**src/rtl/serial_pkg.sv**
```systemverilog
// Shared state encoding for the serial bit source and anything that decodes its state_o.
package serial_pkg;

   localparam int unsigned StateW = 2;

   typedef enum logic [StateW-1:0] {
      IDLE  = 2'b00,
      SHIFT = 2'b01,
      PAR   = 2'b10,
      ERR   = 2'b11
   } state_t;

endpackage

```
**src/rtl/bit_rate_tick.sv**
```systemverilog
// Bit-period divider: marks the first and last clk of each DIV-clock bit slot.
module bit_rate_tick #(
   parameter int unsigned DIV = 1
) (
   input  logic clk,
   input  logic Reset,
   input  logic clear,
   output logic tick_first,
   output logic tick_last
);

   localparam int unsigned CntW = (DIV > 1) ? $clog2(DIV) : 1;
   localparam logic [CntW-1:0] CntMax = CntW'(DIV - 1);

   logic [CntW-1:0] div_cnt_q, div_cnt_d;

   always_comb begin
      div_cnt_d = div_cnt_q + 1'b1;
      if (clear || (div_cnt_q == CntMax)) begin
         div_cnt_d = '0;
      end
   end

   always_ff @(posedge clk) begin
      if (Reset) begin
         div_cnt_q <= '0;
      end else begin
         div_cnt_q <= div_cnt_d;
      end
   end

   assign tick_first = (div_cnt_q == '0);
   assign tick_last  = (div_cnt_q == CntMax);

endmodule

```
**src/rtl/serial_bit_source.sv**
```systemverilog
// MSB-first parallel-to-serial source with load/ready handshake and back-to-back frames.
// Define SERIAL_BIT_SOURCE_PARITY_EN to append an even-parity bit to every frame.
module serial_bit_source
   import serial_pkg::*;
#(
   parameter int unsigned DATA_W = 8,
   parameter int unsigned DIV    = 1
) (
   input  logic              clk,
   input  logic              Reset,
   input  logic [DATA_W-1:0] data_in,
   input  logic              load,
   output logic              ready,
   output logic              x_out,
   output logic              bit_strobe,
   output logic              busy,
   output logic [StateW-1:0] state_o
);

   localparam int unsigned BitW = $clog2(DATA_W);
   localparam logic [BitW-1:0] LastBit = BitW'(DATA_W - 1);

   state_t            state_q, state_d;
   logic [DATA_W-1:0] shreg_q, shreg_d;
   logic [BitW-1:0]   bit_cnt_q, bit_cnt_d;
   logic              tick_first, tick_last;
   logic              active, frame_end, accept;

`ifdef SERIAL_BIT_SOURCE_PARITY_EN
   logic par_q, par_d;

   assign active    = (state_q == SHIFT) || (state_q == PAR);
   assign frame_end = (state_q == PAR) && tick_last;
`else
   assign active    = (state_q == SHIFT);
   assign frame_end = (state_q == SHIFT) && tick_last && (bit_cnt_q == LastBit);
`endif

   // Divider is held at zero outside a frame so the first bit always gets a full slot.
   bit_rate_tick #(
      .DIV (DIV)
   ) u_tick (
      .clk        (clk),
      .Reset      (Reset),
      .clear      (~active),
      .tick_first (tick_first),
      .tick_last  (tick_last)
   );

   assign ready  = (state_q == IDLE) || frame_end;
   assign accept = load && ready;

   always_comb begin
      state_d   = state_q;
      shreg_d   = shreg_q;
      bit_cnt_d = bit_cnt_q;
`ifdef SERIAL_BIT_SOURCE_PARITY_EN
      par_d     = par_q;
`endif
      case (state_q)
         IDLE: ;
         SHIFT: begin
            if (tick_last) begin
               shreg_d   = {shreg_q[DATA_W-2:0], 1'b0};
               bit_cnt_d = bit_cnt_q + 1'b1;
               if (bit_cnt_q == LastBit) begin
`ifdef SERIAL_BIT_SOURCE_PARITY_EN
                  state_d = PAR;
`else
                  state_d = IDLE;
`endif
               end
            end
         end
`ifdef SERIAL_BIT_SOURCE_PARITY_EN
         PAR: begin
            if (tick_last) begin
               state_d = IDLE;
            end
         end
`endif
         default: state_d = IDLE;
      endcase
      // A load in the final clk of a frame overrides the return to IDLE.
      if (accept) begin
         state_d   = SHIFT;
         shreg_d   = data_in;
         bit_cnt_d = '0;
`ifdef SERIAL_BIT_SOURCE_PARITY_EN
         par_d     = ^data_in;
`endif
      end
   end

   always_ff @(posedge clk) begin
      if (Reset) begin
         state_q   <= IDLE;
         shreg_q   <= '0;
         bit_cnt_q <= '0;
`ifdef SERIAL_BIT_SOURCE_PARITY_EN
         par_q     <= 1'b0;
`endif
      end else begin
         state_q   <= state_d;
         shreg_q   <= shreg_d;
         bit_cnt_q <= bit_cnt_d;
`ifdef SERIAL_BIT_SOURCE_PARITY_EN
         par_q     <= par_d;
`endif
      end
   end

   always_comb begin
      x_out = 1'b0;
      if (state_q == SHIFT) begin
         x_out = shreg_q[DATA_W-1];
      end
`ifdef SERIAL_BIT_SOURCE_PARITY_EN
      if (state_q == PAR) begin
         x_out = par_q;
      end
`endif
   end

   assign bit_strobe = active && tick_first;
   assign busy       = active;
   assign state_o    = state_q;

endmodule

```
**config.mk**
```make
export PLATFORM = sky130hd
export DESIGN_NAME = serial_bit_source
export DESIGN_NICKNAME = d
export VERILOG_FILES = /design/src/rtl/serial_pkg.sv /design/src/rtl/bit_rate_tick.sv /design/src/rtl/serial_bit_source.sv
export SDC_FILE = /design/constraint.sdc
export NUM_CORES = 1
export LEC_CHECK = 0
export CAP_MARGIN = 20
export CORE_UTILIZATION = 39
export DETAILED_ROUTE_END_ITERATION = 12
export PLACE_DENSITY = 0.63
export SYNTH_ARGS = -nofsm -noshare
export SYNTH_HDL_FRONTEND = slang
export SYNTH_SLANG_ARGS = --single-unit
```
**constraint.sdc**
```tcl
create_clock -name clk -period 2.8 [get_ports clk]
set_input_delay 0.56 -clock clk [delete_from_list [all_inputs] [get_ports clk]]
set_output_delay 0.56 -clock clk [all_outputs]
set_load 0.01 [all_outputs]
```
==> flow_summary.yaml, run 1 <==
synth:
  synthCells: 78
  synth-seq-cells: 13
  ys_seq_area_frac: 0.359
  synth_area_um2: 724
  syn_avg_cell_area_um2: 9.29
  ys_types: 20
  yosys_warnings: 0
floorplan:
  fp.dieW_um: 45.1
  die_h_um: 45.1
  coreArea_mm2: 0.00173
  num_rows: 15
  dieArea_mm2: 0.00203
  boundaryPins: 17
  initial_utilization: 0.420
outcome:
  status: "completed"
route:
  ant_nets: 0
  drtIter0Drc: 12
  wl_per_cell_um: 11.9
  totalWireLength_mm: 1.38
  drc: 0
  vias_per_cell: 4.88
  vias: 566
  drt_pre_antenna_iters: 4
finish:
  final_area_um2: 882
  drive_above_1_share: 0.0549
  final_cell_count_no_fill: 116
  final_core_util: 0.511
  multi_input_area_um2: 377
  n_fill_cell: 175
  regArea_um2: 260
  area_growth_pct: 21.8
  finalNetCount: 105
  num_antenna_cells: 0
placed_design:
  place_area_um2: 856
  placedCellCount: 112
  gp_congestion: 0.729
  dpl.hpwl_um: 970
  portBuffers: 15
setup_path:
  critPathCaptureType: "output port"
  critPathTopFamily: "buffers and inverters"
  cpMostUsedCell: "ha_1"
  crit_path_top_delay_cell: "clkdlybuf4s50_1"
  crit_buf_inv: 1
  path_class: "reg -> out"
  worst_path_largest_cell_delay_ns: 0.53
  worstPathCellList: "ha_1, ha_1, nand2b_1, nand2_1, clkdlybuf4s50_1"
  worstPathMaxFanout: 2
  cp.arrival_ns: 1.65
  required_ns: 2.24
  start_kind: "flip-flop"
global_route:
  grt_usage: 0.158
  grt_max_degree: 14
  antenna_found_initial: 0
  grt_pass1_vias: 485
  grt_pass1_wl_mm: 2.24
  grt_overflow: 0
sta:
  final-hold-violation-count: 0
  finalMaxSlewViolations: 0
  fin_crit_ns: 2.21
  tns_ns: 0
  clock.fmax_ghz: 0.452
  rsz0062_at_grt: "no"
  fin_crit_sh: 0.791
  finalSetupViolations: 0
  finalClockSkew_ns: 0.00251
clock_network:
  cts_resized: 0
  cts_sinks: 13
  clk_latency_ns: 0.27
  clk_pin_slew_worst_paths_ns: 0.08
  cts_root_buf: "clkbuf_4"
  htree_num_levels: 1
  cts_tree: "built"
  post_cts_buffers: 0
  cts_hold_buf: 0
  clockBufferDepth: 2
  cts-buffers-inserted: 3
run:
  drv_cap: 0
worst_hold_path:
  hp-class: "reg -> reg"
pwr:
  powerDensity_mw_per_mm2: 451
  peakVddDrop_v: 0.000224
  leakage_nw: 0.408
## cells in the mapped netlist
library cell,instances,share of area
o2bb2ai_1,1,0.012
conb_1,1,0.0052
buf_4,2,0.021
ha_1,2,0.035
xnor2_1,1,0.012
a21oi_1,9,0.062
nor2b_1,9,0.078
o221a_1,7,0.11
nand2_1,2,0.010
nand2b_1,2,0.017
mux2i_1,9,0.12
dfxtp_1,13,0.36
clkbuf_1,2,0.010
nor2b_2,1,0.012
or2_1,1,0.0086
and2_1,1,0.0086
nor3_1,3,0.021
clkbuf_2,1,0.0069
inv_1,8,0.041
buf_6,3,0.047
## power by group
| group | switching [W] | internal, W | total [W] |
|---|---|---|---|
| Combinational | 0.0000332 | 0.0000433 | 0.0000765 |
| Clock | 0.0000604 | 0.0000550 | 0.000115 |
| Sequential | 0.00000864 | 0.000198 | 0.000206 |
| Total | 0.000102 | 0.000296 | 0.000398 |
## state kept, by name, indices dropped and copies added, names as in the netlist
| signal | cells |
|---|---|
| bit_cnt_q | 3 |
| state_o | 1 |
| shreg_q | 8 |
| u_tick.div_cnt_q | 1 |
## routing by layer
| metal | routed length (um) | share of wire | GRT usage |
|---|---|---|---|
| met5 | 0 | 0 | 0 |
| met4 | 19 | 0.014 | 0.0909 |
| met3 | 46 | 0.033 | 0.0240 |
| met2 | 580 | 0.42 | 0.220 |
| met1 | 731 | 0.53 | 0.228 |
## layout make-up
type                       instances  share of cell area
sequential                        13               0.295
tap                               25              0.0355
clock buffer                       4              0.0298
timing repair buffer              16               0.179
inverter                           8              0.0340
multi-input combinational         50               0.427
## cells in the final DEF, fill, tap and decap left out
cell type / n
a21oi_1: 9
xnor2_1: 1
ha_1: 2
o221a_1: 7
nand2b_1: 2
dfxtp_1: 13
inv_1: 8
clkdlybuf4s50_1: 15
nand2_1: 2
clkbuf_4: 3
o2bb2ai_1: 1
or2_1: 1
mux2i_1: 9
conb_1: 2
clkbuf_1: 1
nor2b_2: 1
and2_1: 1
nor3_1: 3
nor2b_1: 9
buf_4: 1
## worst min-delay path, stage by stage (launching register included)
cell	delay, ns
dfxtp_1	0.32
nand2b_1	0.07
o2bb2ai_1	0.06
## logic make-up after synthesis
family,count (synthesis),synth area share
buffers and inverters,16,0.126
muxes,9,0.124
and+or+nand+nor,19,0.155
AOI/OAI and AO/OA,17,0.183
adders and majority gates,2,0.0345
DFF,13,0.359
xor gates and xnor gates,1,0.0121
other,1,0.00518
## per-stage QoR
step	total power, W	setup slack (ns)	hold slack [ns]
floorplan	0.000262	1.30	0.452
global placement	0.000286	0.731	0.469
detailed placement	0.000287	0.667	0.477
CTS	0.000399	0.572	0.489
global route	0.000420	0.505	0.513
finish	0.000398	0.586	0.491
## worst paths after layout
kind / cells after the start / slack (ns) / end / startpoint
worst max-delay path: 5 / 0.59 / ready / bit_cnt_q[0]
worst min-delay path: 2 / 0.49 / shreg_q[0] / shreg_q[0]
worst max register to register: 5 / 1.22 / shreg_q[6] / bit_cnt_q[0]
worst min register to register: 2 / 0.49 / shreg_q[0] / shreg_q[0]
No activity file was read; power rests on OpenSTA's default activity.
==> run 2, diff against run 1 <==
==> constraint.sdc (replaced) <==
create_clock -name clk -period 2.3 [get_ports clk]
set_input_delay 0.46 -clock clk [delete_from_list [all_inputs] [get_ports clk]]
set_output_delay 0.46 -clock clk [all_outputs]
set_load 0.01 [all_outputs]
==> run 2 against run 1 <==
  * Register-to-register slack got worse by 0.47 ns
  * Critical path type unchanged
  * First-iteration DRC count decreased by 33%
  * Worst setup slack worse by 0.39 ns
  * Flip-flop and latch count unchanged
  * Sequential share of layout area fell by 0.25 points
  * Sequential power rose by 21%
==> flow_summary.yaml, run 2 (synthesis results as in run 1) <==
setup_path:
  crit_path_top_delay_cell: "clkdlybuf4s50_1"
  worstPathMaxFanout: 2
  critPathCaptureType: "output port"
  start_kind: "flip-flop"
  path_class: "reg -> out"
  required_ns: 1.84
  cp.arrival_ns: 1.64
  r2r_slack_ns: 0.75
  cpMostUsedCell: "ha_1"
  crit_buf_inv: 1
  worstPathCellList: "ha_1, ha_1, nand2b_1, nand2_1, clkdlybuf4s50_1"
  worst_path_largest_cell_delay_ns: 0.54
  critPathTopFamily: "buffers and inverters"
route:
  drtIter0Drc: 8
  ant_nets: 0
  vias: 562
  drc: 0
  wl_per_cell_um: 11.6
  totalWireLength_mm: 1.36
  vias_per_cell: 4.80
  drt_pre_antenna_iters: 4
placed_design:
  place_area_um2: 863
  gp_congestion: 0.707
  portBuffers: 15
  dpl.hpwl_um: 912
  placedCellCount: 113
pwr:
  peakVddDrop_v: 0.000308
  internal-power_w: 0.000362
  comb_power_share: 0.195
  powerDensity_mw_per_mm2: 547
  power.switching_w: 0.000125
  swShare: 0.256
  p_seq_frac: 0.515
  p_total_w: 0.000487
  leakage_nw: 0.413
  clockPowerShare: 0.291
clock_network:
  cts_sinks: 13
  cts_resized: 0
  cts-buffers-inserted: 3
  clk_latency_ns: 0.27
  cts_root_buf: "clkbuf_4"
  cts_hold_buf: 0
  htree_num_levels: 1
  cts_tree: "built"
  post_cts_buffers: 0
  clk_pin_slew_worst_paths_ns: 0.08
  clockBufferDepth: 2
global_route:
  grt_usage: 0.156
  grt_max_degree: 14
  grt_pass1_vias: 539
  antenna_found_initial: 0
  grt_overflow: 0
  grt_pass1_wl_mm: 2.30
finish:
  num_antenna_cells: 0
  largest_registers: "shreg_q x8, bit_cnt_q x3"
  final_cell_mix: "clkdlybuf4s50_1, dfxtp_1, a21oi_1, nor2b_1, mux2i_1"
  area_growth_pct: 22.8
  finalNetCount: 106
  final_cell_count_no_fill: 117
  drive_above_1_share: 0.0652
  layout.cells.most_common: "clkdlybuf4s50_1"
  largest_register_ffs: 8
  final_area_um2: 890
  regMostFlops: "shreg_q"
floorplan:
  initial_utilization: 0.420
  die_h_um: 45.1
  boundaryPins: 17
  dieArea_mm2: 0.00203
  coreArea_mm2: 0.00173
  num_rows: 15
  fp.dieW_um: 45.1
outcome:
  status: "completed"
sta:
  holdWs_ns: 0.484
  tns_ns: 0
  fin_crit_sh: 0.915
  fin_crit_ns: 2.10
  finalMaxSlewViolations: 0
  rsz0062_at_grt: "no"
  final-hold-violation-count: 0
  finalClockSkew_ns: 0.00114
  clock.fmax_ghz: 0.475
  finalSetupViolations: 0
worst_hold_path:
  hp-class: "reg -> reg"
run:
  drv_cap: 0
[run 2: cell count changes in the layout (fill, tap and decap cells not counted)]
cell   change
buf_4      +1
[run 2: worst register-to-register path: cells and delay by family (launching register included)]
family / cells / cell delay [ns]
and+or+nand+nor: 1 / 0.33
AOI/OAI and AO/OA: 1 / 0.20
muxes: 1 / 0.24
DFF: 1 / 0.33
adders and majority gates: 2 / 0.39
[run 2: final timing paths]
check	from	cells after the start	end
worst max-delay path	bit_cnt_q[0]	5	ready
worst min-delay path	shreg_q[0]	2	shreg_q[0]
worst max register to register	bit_cnt_q[0]	5	shreg_q[2]
worst min register to register	shreg_q[0]	2	shreg_q[0]
[run 2: layout make-up]
class	count	area, um2
Fill cell	176	837
Inverter	8	30.0
Timing Repair Buffer	17	165
Sequential cell	13	260
Tap cell	25	31.3
Multi-Input combinational cell	50	377
Clock buffer	4	26.3
[run 2: metrics by stage]
step	setup slack [ns]	util
floorplan	0.904	-
global placement	0.511	0.500
detailed placement	0.487	0.500
CTS	0.174	0.515
global route	0.105	0.515
finish	0.195	0.515
[run 2: routing by layer]
| metal | share of wire | wire (um) | up-vias | track usage |
|---|---|---|---|---|
| met3 | 0.038 | 52 | 2 | 0.0240 |
| met1 | 0.52 | 710 | 257 | 0.210 |
| met5 | 0 | 0 | - | 0 |
| met2 | 0.43 | 584 | 12 | 0.235 |
| li1 | - | - | 291 | - |
| met4 | 0.0096 | 13 | 0 | 0.0909 |
[run 2: power by group through the flow]
stage	registers (W)	clock network, W	logic, W
finish	0.000250	0.000142	0.0000947
floorplan	0.000253	0	0.0000661
global placement	0.000256	0	0.0000945
detailed placement	0.000256	0	0.0000946
CTS	0.000251	0.000146	0.0000955
global route	0.000253	0.000157	0.000104
==> run 3, diff against run 2 <==
--- a/config.mk
+++ b/config.mk
@@ -5,10 +5,11 @@
 export SDC_FILE = /design/constraint.sdc
 export NUM_CORES = 1
 export LEC_CHECK = 0
+export ABC_AREA = 1
 export CAP_MARGIN = 20
 export CORE_UTILIZATION = 39
 export DETAILED_ROUTE_END_ITERATION = 12
-export PLACE_DENSITY = 0.63
+export PLACE_DENSITY = 0.64
 export SYNTH_ARGS = -nofsm -noshare
 export SYNTH_HDL_FRONTEND = slang
 export SYNTH_SLANG_ARGS = --single-unit
==> run 3 against run 2 <==
  * Flip-flop and latch count unchanged
  * Critical path depth stayed put
  * Wire length is 13% lower
  * Largest cell class unchanged
  * Clock power about the same
  * Register-to-register slack improved by 0.15 ns
  * Clock skew grew 0.00052 ns
  * Maximum frequency grew 3.6%
  * Critical endpoint unchanged
  * Final cell count grew 9.4%
  * Largest power group unchanged
  * Critical path type unchanged
  * Worst setup slack improved by 0.073 ns
  * Worst hold slack worse by 0.0088 ns
==> flow_summary.yaml, run 3 <==
finish:
  regMostFlops: "shreg_q"
  final_core_util: 0.536
  largest_registers: "shreg_q x8, bit_cnt_q x3"
  n_fill_cell: 155
  final_area_um2: 826
  largest_register_ffs: 8
  finalNetCount: 126
  layout.cells.most_common: "nand2_1"
  drive_above_1_share: 0.0625
  final_cell_mix: "nand2_1, nor2_1, clkdlybuf4s50_1, dfxtp_1, inv_1"
  area_growth_pct: 25.7
  num_antenna_cells: 0
route:
  totalWireLength_mm: 1.18
  ant_nets: 0
  drtIter0Drc: 7
  drt_pre_antenna_iters: 2
  drc: 0
  vias: 617
  vias_per_cell: 4.82
  wl_per_cell_um: 9.25
clock_network:
  clk_latency_ns: 0.27
  clk_pin_slew_worst_paths_ns: 0.08
  post_cts_buffers: 0
  cts_tree: "built"
  cts-buffers-inserted: 3
  cts_resized: 0
  cts_hold_buf: 0
  htree_num_levels: 1
  cts_sinks: 13
  clockBufferDepth: 2
  cts_root_buf: "clkbuf_4"
setup_path:
  crit_path_top_delay_cell: "clkdlybuf4s50_1"
  path_class: "reg -> out"
  worstPathMaxFanout: 2
  cp.arrival_ns: 1.57
  worstPathCellList: "ha_1, ha_1, nand2_1, nand2_2, clkdlybuf4s50_1"
  cpMostUsedCell: "ha_1"
  critPathCaptureType: "output port"
  start_kind: "flip-flop"
  required_ns: 1.84
  worst_path_largest_cell_delay_ns: 0.48
synth:
  synth-compound-area-share: 0.137
  yosys.area_share.simple: 0.270
  synthXorXnorAreaFrac: 0.0133
  synth_top_family_by_area: "simple AND/OR/NAND/NOR gates"
  syn_avg_cell_area_um2: 6.84
  ys_seq_area_frac: 0.396
  synth_enable_flop_cells: 0
  synthTopCellsByCount: "nand2_1, nor2_1, dfxtp_1"
  async_flop_share: 0
  ys_types: 14
  synth_fa_ha_area_frac: 0.0381
  synth_area_um2: 657
  muxShareOfSynthArea: 0
  yosysTopAreaCellShare: 0.396
  yosysTopAreaCell: "dfxtp_1"
  synth_top_flop_cell: "dfxtp_1"
  yosys_warnings: 0
  synthTopCellsByArea: "dfxtp_1, nand2_1, nor2_1"
  synth_most_common_cell: "nand2_1"
  synthCells: 96
  synth-seq-cells: 13
pwr:
  leakage_nw: 0.379
  power.switching_w: 0.000137
  comb_power_share: 0.209
  swShare: 0.276
  p_seq_frac: 0.505
  clockPowerShare: 0.285
  internal-power_w: 0.000359
  peakVddDrop_v: 0.000420
  powerDensity_mw_per_mm2: 601
global_route:
  grt_usage: 0.154
  grt_overflow: 0
  grt_max_degree: 18
  antenna_found_initial: 0
  grt_pass1_wl_mm: 2.02
  grt_pass1_vias: 471
sta:
  clock.fmax_ghz: 0.492
  finalMaxSlewViolations: 0
  finalSetupViolations: 0
  fin_crit_ns: 2.03
  fin_crit_sh: 0.883
  finalClockSkew_ns: 0.00166
  holdWs_ns: 0.475
  final-hold-violation-count: 0
  rsz0062_at_grt: "no"
  tns_ns: 0
floorplan:
  fp.dieW_um: 43.0
  boundaryPins: 17
  dieArea_mm2: 0.00185
  coreArea_mm2: 0.00154
  initial_utilization: 0.426
  die_h_um: 43.0
  num_rows: 14
outcome:
  status: "completed"
placed_design:
  gp_congestion: 0.709
  portBuffers: 15
  dpl.hpwl_um: 842
  place_area_um2: 800
run:
  drv_cap: 0
worst_hold_path:
  hp-class: "reg -> reg"
run 3: path summary, 6_finish.rpt:
path	startpoint	to	slack, ns	cells past startpoint
worst max-delay path	bit_cnt_q[0]	ready	0.27	5
worst min-delay path	bit_cnt_q[2]	bit_cnt_q[2]	0.47	2
worst min register to register	bit_cnt_q[2]	bit_cnt_q[2]	0.47	2
worst max register to register	bit_cnt_q[0]	bit_cnt_q[1]	0.90	8
run 3: kinds of logic after synthesis:
logic type,Yosys count
other,1
buffers and inverters,18
adder cells (fa/ha/maj),2
flip-flops,13
XOR/XNOR,1
AND/OR/NAND/NOR,43
AO/OA/AOI/OAI,18
run 3: critical path, delay by kind of cell, from the launching register on:
family,cells,cell delay [ns]
buffers and inverters,1,0.48
adders and majority gates,2,0.36
and+or+nand+nor,2,0.13
DFF,1,0.33
run 3: through the flow:
| step | instances | total power (W) | worst slack (ns) |
|---|---|---|---|
| 2_1_floorplan | 97 | 0.000327 | 0.838 |
| 3_3_place_gp | 124 | 0.000360 | 0.571 |
| 3_5_place_dp | 124 | 0.000361 | 0.562 |
| 4_1_cts | 128 | 0.000506 | 0.246 |
| 5_1_grt | 128 | 0.000534 | 0.167 |
| 6_report | 128 | 0.000497 | 0.268 |
run 3: area by class of cell:
type                       count  area [um2]  area share
tap                           16        20.0      0.0242
inverter                      12        45.0      0.0545
clock buffer                   4        26.3      0.0318
sequential                    13         260       0.315
multi-input combinational     66         309       0.374
timing repair buffer          17         165       0.200
run 3: metal layers:
layer  part of all wire  vias to the layer above  track usage  wire, um
met3              0.048                        2       0.0766        57
met5                  0                        -            0         0
li1                   -                      332            -         -
met4             0.0076                        0       0.0788         9
met2               0.46                       13        0.227       544
met1               0.48                      270        0.183       573
run 3: power by group through the flow:
stage / logic (W) / registers, W / clock network [W]
after global routing: 0.000118 / 0.000253 / 0.000163
after detailed placement: 0.000105 / 0.000256 / 0
after floorplan: 0.0000713 / 0.000255 / 0
after global placement: 0.000104 / 0.000256 / 0
final: 0.000104 / 0.000251 / 0.000142
after CTS: 0.000106 / 0.000251 / 0.000149
